==> config.mk <==
export PLATFORM = sky130hd
export DESIGN_NAME = pulse_stretch
export DESIGN_NICKNAME = d
export VERILOG_FILES = /design/src/rtl/pulse_stretch.sv
export SDC_FILE = /design/constraint.sdc
export NUM_CORES = 1
export LEC_CHECK = 0
export CORE_MARGIN = 2
export CORE_UTILIZATION = 52
export DETAILED_ROUTE_END_ITERATION = 6
export GPL_TIMING_DRIVEN = 0
export PLACE_DENSITY = 0.9
export SLEW_MARGIN = 20
export SYNTH_ARGS = -nofsm -noshare
export SYNTH_HDL_FRONTEND = slang
export SYNTH_SLANG_ARGS = --single-unit
==> constraint.sdc <==
create_clock -name clk -period 4.35 [get_ports clk]
set_clock_uncertainty 0.1 [all_clocks]
set_input_delay 0.87 -clock clk [delete_from_list [all_inputs] [get_ports clk]]
set_output_delay 0.87 -clock clk [all_outputs]
set_load 0.05 [all_outputs]
==> src/rtl/pulse_stretch.sv <==
// Pulse stretcher: each accepted single-cycle event becomes a HOLD_CYCLES high window
// followed by a GAP_CYCLES forced low gap; busy-time events are queued or retrigger.
module pulse_stretch #(
   parameter int HOLD_CYCLES = 25000000,
   parameter int GAP_CYCLES  = 12500000,
   parameter int RETRIGGER   = 0,
   parameter int MAX_PENDING = 7,
   parameter int CNT_W       = 25,
   parameter int PEND_W      = 3
) (
   input  logic              clk,
   input  logic              rst_n,
   input  logic              pulse_in,
   input  logic              enable,
   output logic              level_out,
   output logic              toggle_out,
   output logic [CNT_W-1:0]  remaining,
   output logic [PEND_W-1:0] pending,
   output logic              overflow
);

   // state | meaning
   // IDLE  | no window active, outputs low, remaining held at 0
   // HOLD  | high window, remaining counts down to 0
   // GAP   | forced low gap, then replay a queued event or return to IDLE
   typedef enum logic [1:0] {
      IDLE = 2'd0,
      HOLD = 2'd1,
      GAP  = 2'd2
   } state_t;

   localparam logic [CNT_W-1:0]  HOLD_LD = CNT_W'(HOLD_CYCLES - 1);
   localparam logic [CNT_W-1:0]  GAP_LD  = CNT_W'(GAP_CYCLES - 1);
   localparam logic [PEND_W-1:0] PEND_MAX = PEND_W'(MAX_PENDING);

   state_t            state, state_n;
   logic [CNT_W-1:0]  rem_n;
   logic [PEND_W-1:0] pend_n;
   logic              tog_n;
   logic              ovf_n;
   logic              pend_inc;
   logic              pend_dec;
   logic              ev;

   assign ev = pulse_in & enable;

   always_ff @(posedge clk or negedge rst_n) begin
      if (!rst_n) begin
         state      <= IDLE;
         remaining  <= '0;
         pending    <= '0;
         toggle_out <= 1'b0;
         overflow   <= 1'b0;
         level_out  <= 1'b0;
      end else begin
         state      <= state_n;
         remaining  <= rem_n;
         pending    <= pend_n;
         toggle_out <= tog_n;
         overflow   <= ovf_n;
         level_out  <= (state_n == HOLD);
      end
   end

   always_comb begin
      state_n  = state;
      rem_n    = remaining;
      tog_n    = toggle_out;
      pend_inc = 1'b0;
      pend_dec = 1'b0;
      case (state)
         IDLE: begin
            rem_n = '0;
            if (ev) begin
               state_n = HOLD;
               rem_n   = HOLD_LD;
               tog_n   = ~toggle_out;
            end
         end
         HOLD: begin
            // A retrigger reload takes priority over the end-of-window exit.
            if (ev && RETRIGGER == 1) begin
               rem_n = HOLD_LD;
            end else if (remaining == '0) begin
               state_n = GAP;
               rem_n   = GAP_LD;
            end else begin
               rem_n = remaining - 1'b1;
            end
            pend_inc = ev && (RETRIGGER != 1);
         end
         GAP: begin
            pend_inc = ev;
            if (remaining == '0) begin
               if (enable && (pending != '0 || ev)) begin
                  state_n = HOLD;
                  rem_n   = HOLD_LD;
                  tog_n   = ~toggle_out;
                  if (pending != '0) pend_dec = 1'b1;
                  else               pend_inc = 1'b0;
               end else begin
                  state_n = IDLE;
                  rem_n   = '0;
               end
            end else begin
               rem_n = remaining - 1'b1;
            end
         end
         default: begin
            state_n = IDLE;
            rem_n   = '0;
         end
      endcase
   end

   always_comb begin
      pend_n = pending;
      ovf_n  = 1'b0;
      if (!enable) begin
         pend_n = '0;
      end else if (pend_inc && !pend_dec) begin
         if (pending == PEND_MAX) ovf_n  = 1'b1;
         else                     pend_n = pending + 1'b1;
      end else if (pend_dec && !pend_inc) begin
         pend_n = pending - 1'b1;
      end
   end

endmodule

Yosys cells after proc, flatten, opt, wreduce, memory -nomap -nowiden --
Cells that the tools add are included.
Storage, ports and cells: ROM bits 0, register bits 33, memories kept 0, word-level logic and storage cells 61, latch bits 0, input bits 4, bits in writable memories 0
Cells by class: multipliers 0, mux-type cells 29, equal/unequal tests 9, magnitude comparators 0, add/sub/neg operators 3, shifts and indexed selects 0, reductions and logical operators 12, bitwise operators 2, divide/modulo/power cells 0
Operators with widths (number):
- $mux W25 | 4
- $pmux W25 S3 | 1
- $logic_not A25 Y1 | 1
- $sub A25 B1 Y25 const B | 1
- $mux W1 | 14
- $mux W3 | 4
- $mux W2 | 3
- $ne A2 B2 Y1 const B | 3
- $pmux W2 S3 | 1
- $eq A2 B1 Y1 const B | 2
- $pmux W1 S2 | 2
- $reduce_and A4 Y1 | 1
- $add A3 B1 Y3 const B | 1
- $eq A3 B3 Y1 const B | 1
- $logic_and A1 B1 Y1 | 3
- $ne A3 B1 Y1 const B | 1
- $ne A3 B3 Y1 const B | 1
- $reduce_bool A3 Y1 | 1
- $sub A3 B1 Y3 const B | 1
- $eq A2 B2 Y1 const B | 1
- $logic_not A1 Y1 | 2
- $logic_not A2 Y1 | 1
- $reduce_and A2 Y1 | 1
- $reduce_bool A2 Y1 | 1
- 3 further kinds | 3

Depth between registers and ports, before layout --
Gate-level depths: netlist of run 1.
depth after elaboration 11, depth in mapped cells 11

Least setup slack after synthesis of run 1 --
OpenSTA, ideal clock, no wires.
kind flip-flop to flip-flop, start reg remaining[0], end reg pending[2], setup time 0.132 ns, arrival 3.066 ns, setup slack 1.052 ns, period minus slack after synthesis 3.298 ns, required time 4.118 ns, cell stages (with the launch flop) 11, path through dfrtp_1 > inv_1 > ha_1 > nor3b_1 > and3_1 > clkbuf_1 > a21oi_2 > or2_1 > fa_1 > o41ai_1 > nor3b_1
Between the ends: longest elaborated chain between the ends 7, elaborated cells on any way between the ends 14, classes of those cells eq/ne: 2; mux: 6; reduce/logical: 6
Ends and longest elaborated chain:
- start: declaration | line 17 | output logic [CNT_W-1:0] remaining,
- start signal: assignment | line 57 | remaining <= rem_n;
- $logic_not A25 Y1 (*) | line 94 | if (remaining == '0) begin
- $mux W1 | line 94
- $pmux W1 S2 or $mux W1 (tied branches) | line 71 | case (state)
- $logic_not A1 Y1, on equally long branches | line 124, 121
- $logic_and A1 B1 Y1, on equally long branches | line 124, 121
- $ne A3 B1 Y1 (no source line) (tied with other cells)
- $reduce_and A2 Y1 (no source line) or $mux W3 (tied branches)
- end signal: assignment | line 58 | pending <= pend_n;
- end: declaration | line 18 | output logic [PEND_W-1:0] pending,
Every way passes the cells marked *; elsewhere a longest branch is shown, timed or not. A chain may end at the register's enable or synchronous reset.

Worst setup path after layout of run 1 --
Ends and elaborated chain as after synthesis.

==> results.cfg, run 1 <==
[cells_and_area]
area_delta_synth_final_pct = 23.91
final_common_cell = dfrtp_1
nNetsFinal = 241
drive_gt1_share_pct = 16.45
layout_common_cells = dfrtp_1, clkdlybuf4s50_1, xnor2_1
antenna_cells = 0

[sta]
worst_slew_pin_slew_ns = 0.7727
period_needed_ns = 3.562
holdWs_ns = 0.3722
max_freq_mhz = 280.7
setup_viol = 0
maxSlewHeadroom_pct = 48.01
slew_viol_final = 0
final.setup.tns_ns = 0
rsz0062_at_grt = false
fin_ws_ns = 0.7880
hold_viol_final = 0
fin_crit_sh_pct = 81.89

[global_route]
grt_max_degree = 34
grt_pass1_wl_um = 7134
overflow = 0
track_usage_pct = 21.87
antenna_found_initial = 0
grt_pass1_vias = 1475

[hold_path]
min_path_type = flop to flop
min_path_cells = 1
min_from = toggle_out$_DFFE_PN0P_

[critical_path]
r2r_cells = 10
slowest_stage = nor3b_1
path_depth = 10
cpMostUsedCell = nor3b_1
r2r-start = remaining[0]$_DFF_PN0_
cpLargestDelayFamily = simple AND/OR/NAND/NOR gates
crit_required_ns = 4.41
crit_chain = inv_1, ha_1, nor3b_1, and3_1, clkbuf_1, a21oi_2, or2_1, fa_1, o41ai_1, nor3b_1
cp_max_fo = 8
start_kind = flop
slowest_delay_ns = 0.66
critPathKind = flop to flop
cp-end-kind = flop
critPathLaunch = remaining[0]$_DFF_PN0_
worst-path-buf-inv = 2
critPathArrivalTime_ns = 3.62

[clocking]
cts.clk_slew.worst_paths_ns = 0.06
cts-root-buf = clkbuf_8
cts_tree = done
cts_setup_buffers = 0
cts_max_path_buffers = 2
clock_latency_ns = 0.28
hold_buffers = 0
cts_num_sinks = 33
cts_buffers = 5
htreeDepth = 2
cts_resized = 0

[yosys]
syn-mean-instance-area_um2 = 10.33
syn-instance-count = 191
synth_edf_count = 0
synth.distinct_cells = 50
async_flop_share_pct = 100.0
synthFlopType = dfrtp_1
synth.cell_area_um2 = 1973
syn_nets = 201
ys_ff_latch = 33
ys_seq_area_share_pct = 41.85
yosysWarnings = 0

[drt]
vias = 1616
drc = 0
wl_met1_um = 1962
wl_met2_um = 2025
wl_met3_um = 192
ant_nets = 0
drt_wl_total_um = 4235
dr.pass1.iters = 4
top_layer_used = met4
wire_per_inst_um = 15.18
vias_per_cell = 5.792
drt_iter0_drc = 68

[flow_run]
cap_violations = 0

[floorplan]
ioPinCount = 35
core-area_um2 = 3661
std_cell_rows = 22
die_area_um2 = 4303
fp.dieW_um = 65.60
start_util_pct = 53.90
fp.dieH_um = 65.60

[placed_design]
dp_hpwl_um = 2958
portBuffers = 33
globalplace.congestion = 0.8206
dp_slack_ns = 0.8227

[run_status]
status = finished, final reports clean

[pwr]
total_power_w = 0.002220
p_leak_nw = 0.9665
ir_worst_vdd_v = 0.0006006
power.density_nw_per_um2 = 908.2
-- through the flow --
stage / instances / util, % / cell area (um^2)
finish: 279 / 66.78 / 2445
global route: 279 / 66.78 / 2445
CTS: 279 / 66.78 / 2445
detailed placement: 272 / 64.42 / 2359
global placement: 272 / 64.56 / 2364
floorplan: 191 / - / 1973
-- cell usage after synthesis, types with 3 or more instances --
cell type | number | area, um^2
a21oi_2 | 11 | 96.34
a31oi_1 | 3 | 18.77
nor4_1 | 8 | 50.05
ha_1 | 5 | 62.56
nand3_1 | 3 | 15.01
nor2_1 | 11 | 41.29
or4_4 | 3 | 33.78
dfrtp_1 | 33 | 825.8
o21ai_0 | 8 | 40.04
o31ai_1 | 4 | 30.03
xnor2_1 | 15 | 131.4
nor3_1 | 5 | 25.02
inv_1 | 7 | 26.28
buf_6 | 3 | 33.78
nor3b_1 | 3 | 22.52
clkbuf_1 | 3 | 11.26
nor2b_1 | 3 | 18.77
or4_1 | 3 | 22.52
nand2_1 | 13 | 48.80
xor2_1 | 4 | 35.03
and3_1 | 3 | 18.77
a21oi_1 | 8 | 40.04
-- power breakdown --
group	total [W]	switching (W)	internal, W
sequential	0.000582	0.000158	0.000424
clock	0.000229	0.000104	0.000125
combinational	0.00141	0.000874	0.000534
total	0.00222	0.00114	0.00108
-- worst reg2reg max path: stages (launching register included) --
cell	delay [ns]
dfrtp_1	0.44
inv_1	0.08
ha_1	0.17
nor3b_1	0.66
and3_1	0.26
clkbuf_1	0.38
a21oi_2	0.19
or2_1	0.29
fa_1	0.43
o41ai_1	0.37
nor3b_1	0.08
-- layer usage --
metal,vias up,global-route usage [%]
met2,47,34.44
met4,0,6.250
met1,776,29.97
met3,5,5.479
li1,788,-
met5,-,0
-- worst paths after layout --
kind | slack [ns] | to
worst max-delay path | 0.79 | pending[2]$_DFFE_PN0P_
worst max register to register | 0.79 | pending[2]$_DFFE_PN0P_
worst min register to register | 0.37 | toggle_out$_DFFE_PN0P_
max in group asynchronous | 3.15 | overflow$_DFF_PN0_
worst min-delay path | 0.37 | toggle_out$_DFFE_PN0P_
min in group asynchronous | 0.53 | remaining[6]$_DFF_PN0_
-- cells by family (layout without fill, tap and decap cells) --
logic type / count (synthesis) / count (layout) / share of synthesized area [%]
AOI/OAI and AO/OA: 50 / 50 / 20.29
xor gates and xnor gates: 19 / 19 / 8.434
adders and majority gates: 6 / 6 / 4.185
buffers and inverters: 13 / 53 / 3.615
DFF: 33 / 33 / 41.85
muxes: 1 / 1 / 0.5073
and+or+nand+nor: 69 / 69 / 21.12
-- layout make-up --
| type | count | area (um^2) |
|---|---|---|
| inverters | 7 | 26.28 |
| repair buffers | 33 | 325.3 |
| flip-flops and latches | 33 | 825.8 |
| multi-input cells | 145 | 1076 |
| well taps | 48 | 60.06 |
| fillers | 300 | 1216 |
| clock buffers | 7 | 86.33 |
| plain buffers | 6 | 45.04 |
-- flip-flops by register name, indices dropped and copies added (netlist names) --
name / cells
remaining: 25
state: 2
level_out: 1
overflow: 1
toggle_out: 1
pending: 3
No activity file was read; power rests on OpenSTA's default activity.
==> run 2: changes to the inputs <==
--- a/config.mk
+++ b/config.mk
@@ -6,10 +6,10 @@
 export NUM_CORES = 1
 export LEC_CHECK = 0
 export CORE_MARGIN = 2
-export CORE_UTILIZATION = 52
+export CORE_UTILIZATION = 47
 export DETAILED_ROUTE_END_ITERATION = 6
 export GPL_TIMING_DRIVEN = 0
-export PLACE_DENSITY = 0.9
+export PLACE_DENSITY = 0.86
 export SLEW_MARGIN = 20
 export SYNTH_ARGS = -nofsm -noshare
 export SYNTH_HDL_FRONTEND = slang
==> constraint.sdc (replaced) <==
create_clock -name clk -period 2.95 [get_ports clk]
set_clock_uncertainty 0.1 [all_clocks]
set_input_delay 0.59 -clock clk [delete_from_list [all_inputs] [get_ports clk]]
set_output_delay 0.59 -clock clk [all_outputs]
set_load 0.05 [all_outputs]
==> run 2 against run 1 <==
  * Combinational power rose by 52%
  * Sequential power rose by 51%
  * Cell count rose by 2.9%
  * Fmax rose by 25%
  * Worst hold slack got worse by 0.11 ns
  * Flip-flop and latch count did not move
  * Die area rose by 10%
  * Register-to-register slack got worse by 0.70 ns
  * Clock power rose by 41%
  * Power rose by 51%
  * Cell area rose by 3.5%
  * Critical path type unchanged
  * Largest cell class unchanged
  * Highest routed layer unchanged
==> results.cfg, run 2 (synthesized netlist as in run 1, its figures left out) <==
[sta]
setup_viol = 0
rsz0062_at_grt = false
maxSlewHeadroom_pct = 51.72
fin_crit_sh_pct = 96.89
hold_viol_final = 0
slew_viol_final = 0
worst_slew_pin_slew_ns = 0.7242
period_needed_ns = 2.858
final.setup.tns_ns = 0
max_freq_mhz = 349.9

[flow_run]
cap_violations = 0

[floorplan]
die_area_um2 = 4733
fp.dieW_um = 68.80
ioPinCount = 35
core-area_um2 = 4029
start_util_pct = 48.98
fp.dieH_um = 68.80
std_cell_rows = 23

[critical_path]
start_kind = flop
worst-path-buf-inv = 1
setup.worst_path.end = pending[2]$_DFFE_PN0P_
cpLargestDelayFamily = simple AND/OR/NAND/NOR gates
critPathArrivalTime_ns = 2.92
crit_required_ns = 3.02
cp-end-kind = flop
critPathKind = flop to flop
crit_chain = or4_4, buf_6, nor4_4, a21oi_4, or2_4, fa_2, nor2b_1, o221ai_1, nor3b_1
cp_max_fo = 8
timing.rr.end = pending[2]$_DFFE_PN0P_
critPathLaunch = remaining[17]$_DFF_PN0_
slowest_stage = or4_4
path_depth = 9
slowest_delay_ns = 0.53
r2r_cells = 9
r2r-start = remaining[17]$_DFF_PN0_
ff2ff_setup_slack_ns = 0.09

[cells_and_area]
antenna_cells = 0
nNetsFinal = 246
drive_gt1_share_pct = 22.78
largest_register_ffs = 25
largestRegisters = remaining: 25 flops, pending: 3 flops, state: 2 flops
area_delta_synth_final_pct = 28.28
stdcell_count = 287
layout_common_cells = clkdlybuf4s50_1, dfrtp_1, xnor2_1
final_common_cell = clkdlybuf4s50_1
regMostFlops = remaining

[pwr]
p_sw_w = 0.001712
power.density_nw_per_um2 = 1322
total_power_w = 0.003347
p_clk_share_pct = 9.6
combPwrFrac_pct = 64.2
p_leak_nw = 0.9935
p_int_w = 0.001635
switching_share_pct = 51.15
ir_worst_vdd_v = 0.0007327
pwr-share-seq_pct = 26.2

[global_route]
grt_pass1_vias = 1543
grt_max_degree = 34
overflow = 0
track_usage_pct = 20.96
grt_pass1_wl_um = 7362
antenna_found_initial = 0

[run_status]
status = finished, final reports clean

[clocking]
cts-root-buf = clkbuf_8
cts_buffers = 5
cts.clk_slew.worst_paths_ns = 0.07
cts_tree = done
htreeDepth = 2
cts_num_sinks = 33
cts_max_path_buffers = 2
clock_latency_ns = 0.28

[placed_design]
dp.cells = 274
dp_hpwl_um = 3195
globalplace.congestion = 0.7940
portBuffers = 33

[drt]
drc = 0
vias = 1659
drt_wl_total_um = 4527
dr.pass1.iters = 4
vias_per_cell = 5.780
wire_per_inst_um = 15.77
ant_nets = 0
drt_iter0_drc = 109

[hold_path]
min_path_type = input pin to asynchronous set/reset pin
-- run 2: layer usage --
layer	track usage (%)	wire, um
met2	35.70	2233
met5	0	0
met4	6.127	48
met3	4.383	208
met1	26.83	2037
-- run 2: power by group through the flow --
stage	logic, W	registers, W	clock network [W]
3_3_place_gp	0.00204	0.000864	0
3_5_place_dp	0.00208	0.000875	0
6_report	0.00215	0.000878	0.000322
2_1_floorplan	0.000985	0.00140	0
4_1_cts	0.00210	0.000873	0.000325
5_1_grt	0.00229	0.000907	0.000355
-- run 2: through the flow --
step	utilization (%)	instance area (um^2)	setup WS, ns	hold WS, ns
final	62.83	2531	0.09167	0.2640
after global routing	62.83	2531	0.01953	0.3175
after CTS	61.06	2460	0.003881	0.2911
after detailed placement	58.94	2375	-0.2304	0.3817
after global placement	59.07	2380	-0.2107	0.3663
after floorplan	-	1987	-0.1080	0.1944
-- run 2: how the worst min path moves through the flow --
stage,slack [ns],startpoint,cells past startpoint,to
after floorplan,0.19,rst_n,0,level_out$_DFF_PN0_
after global placement,0.37,toggle_out$_DFFE_PN0P_,1,toggle_out$_DFFE_PN0P_
after detailed placement,0.38,toggle_out$_DFFE_PN0P_,1,toggle_out$_DFFE_PN0P_
after CTS,0.29,rst_n,1,remaining[8]$_DFF_PN0_
after global routing,0.32,rst_n,1,remaining[14]$_DFF_PN0_
final,0.26,rst_n,1,remaining[7]$_DFF_PN0_
-- run 2: cell type report --
type / instances / area, um^2
plain buffers: 5 / 41.29
inverters: 7 / 26.28
well taps: 50 / 62.56
flip-flops and latches: 33 / 832.0
fillers: 335 / 1498
clock buffers: 8 / 80.08
repair buffers: 39 / 370.4
multi-input cells: 145 / 1119
-- run 2: repair_timing --
item | CTS | global route
hold buffers | 0 | 0
pin swaps | 1 | 4
gates cloned | 0 | 0
setup endpoints to repair | 2 | 2
buffers inserted | 1 | 5
resized for setup | 1 | 6
==> run 3: changes to the inputs <==
--- a/config.mk
+++ b/config.mk
@@ -5,11 +5,13 @@
 export SDC_FILE = /design/constraint.sdc
 export NUM_CORES = 1
 export LEC_CHECK = 0
+export CELL_PAD_IN_SITES_DETAIL_PLACEMENT = 1
+export CELL_PAD_IN_SITES_GLOBAL_PLACEMENT = 1
 export CORE_MARGIN = 2
-export CORE_UTILIZATION = 47
+export CORE_UTILIZATION = 37
 export DETAILED_ROUTE_END_ITERATION = 6
 export GPL_TIMING_DRIVEN = 0
-export PLACE_DENSITY = 0.86
+export PLACE_DENSITY = 0.87
 export SLEW_MARGIN = 20
 export SYNTH_ARGS = -nofsm -noshare
 export SYNTH_HDL_FRONTEND = slang
==> run 3 against run 2 <==
  * Cell area grew 3.0%
  * Critical path depth unchanged
  * Sequential power rose by 2.3%
  * Critical path type unchanged
==> results.cfg, run 3 (synthesized netlist as in run 1, its figures left out) <==
[sta]
maxSlewHeadroom_pct = 65.06
slew_viol_final = 0
setup_viol = 0
rsz0062_at_grt = false
max_freq_mhz = 353.8
hold_viol_final = 0
period_needed_ns = 2.826
holdWs_ns = 0.06136
worst_slew_pin_slew_ns = 0.5225
fin_ws_ns = 0.1235
fin_crit_sh_pct = 95.81

[placed_design]
dp.cells = 295
globalplace.congestion = 0.8046
dp_slack_ns = -0.2671
portBuffers = 33
dp_hpwl_um = 3706

[pwr]
p_sw_w = 0.001773
p_leak_nw = 1.021
ir_worst_vdd_v = 0.0007551
total_power_w = 0.003466
pwr-share-seq_pct = 25.9
switching_share_pct = 51.16
power.density_nw_per_um2 = 1330
p_clk_share_pct = 11.0
p_int_w = 0.001693
combPwrFrac_pct = 63.1

[cells_and_area]
antenna_cells = 0
largestRegisters = remaining: 25 flops, pending: 3 flops, state: 2 flops
layout_common_cells = clkdlybuf4s50_1, dfrtp_1, xnor2_1
stdcell_count = 308
final_common_cell = clkdlybuf4s50_1
nNetsFinal = 247
area_delta_synth_final_pct = 32.09
nFillCells = 603
regMostFlops = remaining
drive_gt1_share_pct = 24.37
largest_register_ffs = 25
finish.utilization_pct = 50.71

[global_route]
track_usage_pct = 18.30
grt_util_met2_pct = 30.26
grtUsageMet1_pct = 23.73
overflow = 0
grt_pass1_vias = 1697
antenna_found_initial = 0
use_met3_pct = 3.176
grt_max_degree = 24
busiest_layer = met2
grt_pass1_wl_um = 8625

[floorplan]
fp.dieH_um = 77.03
std_cell_rows = 26
start_util_pct = 38.39
ioPinCount = 35
core-area_um2 = 5140
die_area_um2 = 5933
fp.dieW_um = 77.03

[clocking]
cts_tree = done
cts.clk_slew.worst_paths_ns = 0.07
cts_num_sinks = 33
cts_max_path_buffers = 2
clock_latency_ns = 0.29
htreeDepth = 2
cts-root-buf = clkbuf_8
cts_buffers = 5

[drt]
dr.pass1.iters = 4
drt_iter0_drc = 52
vias = 1668
vias_per_cell = 5.416
ant_nets = 0
wire_per_inst_um = 16.81
drt_wl_total_um = 5179
drc = 0

[critical_path]
cp-end-kind = flop
critPathArrivalTime_ns = 2.90
slowest_stage = or4_4
cp_max_fo = 8
slowest_delay_ns = 0.54
worst-path-buf-inv = 1
crit_required_ns = 3.02
critPathKind = flop to flop
start_kind = flop
crit_chain = or4_4, buf_6, nor4_4, a21oi_4, or2_4, fa_2, nor2b_1, o221ai_1, nor3b_1
cpLargestDelayFamily = simple AND/OR/NAND/NOR gates

[flow_run]
cap_violations = 0

[hold_path]
min_path_type = input pin to asynchronous set/reset pin

[run_status]
status = finished, final reports clean
run 3: cell count changes in the layout (fill, tap and decap cells not counted), sizes merged:
cell / before / now
buf: 10 / 11
clkbuf: 10 / 9
clkinv: 0 / 1
run 3: per-layer routing:
metal / part of all wire [%] / vias to the layer above
li1: - / 799
met1: 46 / 835
met2: 50 / 29
met3: 2.5 / 5
met4: 1.6 / 0
met5: 0 / -
run 3: final timing paths:
check | to | start | slack (ns) | cells after the start
min in group clk | toggle_out$_DFFE_PN0P_ | toggle_out$_DFFE_PN0P_ | 0.39 | 1
max in group asynchronous | remaining[17]$_DFF_PN0_ | rst_n | 2.27 | 2
hold / removal | remaining[7]$_DFF_PN0_ | rst_n | 0.06 | 1
setup / recovery | pending[2]$_DFFE_PN0P_ | remaining[17]$_DFF_PN0_ | 0.12 | 9
setup reg to reg | pending[2]$_DFFE_PN0P_ | remaining[17]$_DFF_PN0_ | 0.12 | 9
hold reg to reg | toggle_out$_DFFE_PN0P_ | toggle_out$_DFFE_PN0P_ | 0.39 | 1
run 3: power by group through the flow:
stage          combinational (W)  clock [W]  sequential [W]
3_5_place_dp             0.00210          0        0.000887
2_1_floorplan           0.000985          0         0.00140
4_1_cts                  0.00214   0.000391        0.000893
6_report                 0.00219   0.000380        0.000898
5_1_grt                  0.00234   0.000402        0.000928
3_3_place_gp             0.00205          0        0.000875
run 3: timing repair:
action	in CTS	in global routing
gates resized for setup	3	5
setup endpoints to repair	2	2
hold buffers	0	0
pin swaps	1	4
buffers inserted	1	5
gates cloned	0	0
run 3: final cells by class:
type                    count  area (um^2)  area share, %
plain buffers               5        41.29          1.584
clock buffers               7        96.34          3.697
repair buffers             40        390.4          14.98
multi-input cells         145         1127          43.25
clock inverters             1        5.005         0.1920
inverters                   7        26.28          1.008
well taps                  70        87.58          3.361
flip-flops and latches     33        832.0          31.93
run 3: worst reg2reg max path, delay by kind of cell (launching register included):
family,cells,cell delay (ns)
and+or+nand+nor,5,1.42
DFF,1,0.43
adders and majority gates,1,0.39
AOI/OAI and AO/OA,2,0.22
buffers and inverters,1,0.15
run 3: per-stage QoR:
stage          instance area (um^2)  setup TNS [ns]
3_5_place_dp                   2420         -0.4733
3_3_place_gp                   2405         -0.4023
2_1_floorplan                  1987         -0.1688
6_report                       2606               0
4_1_cts                        2539               0
5_1_grt                        2606               0
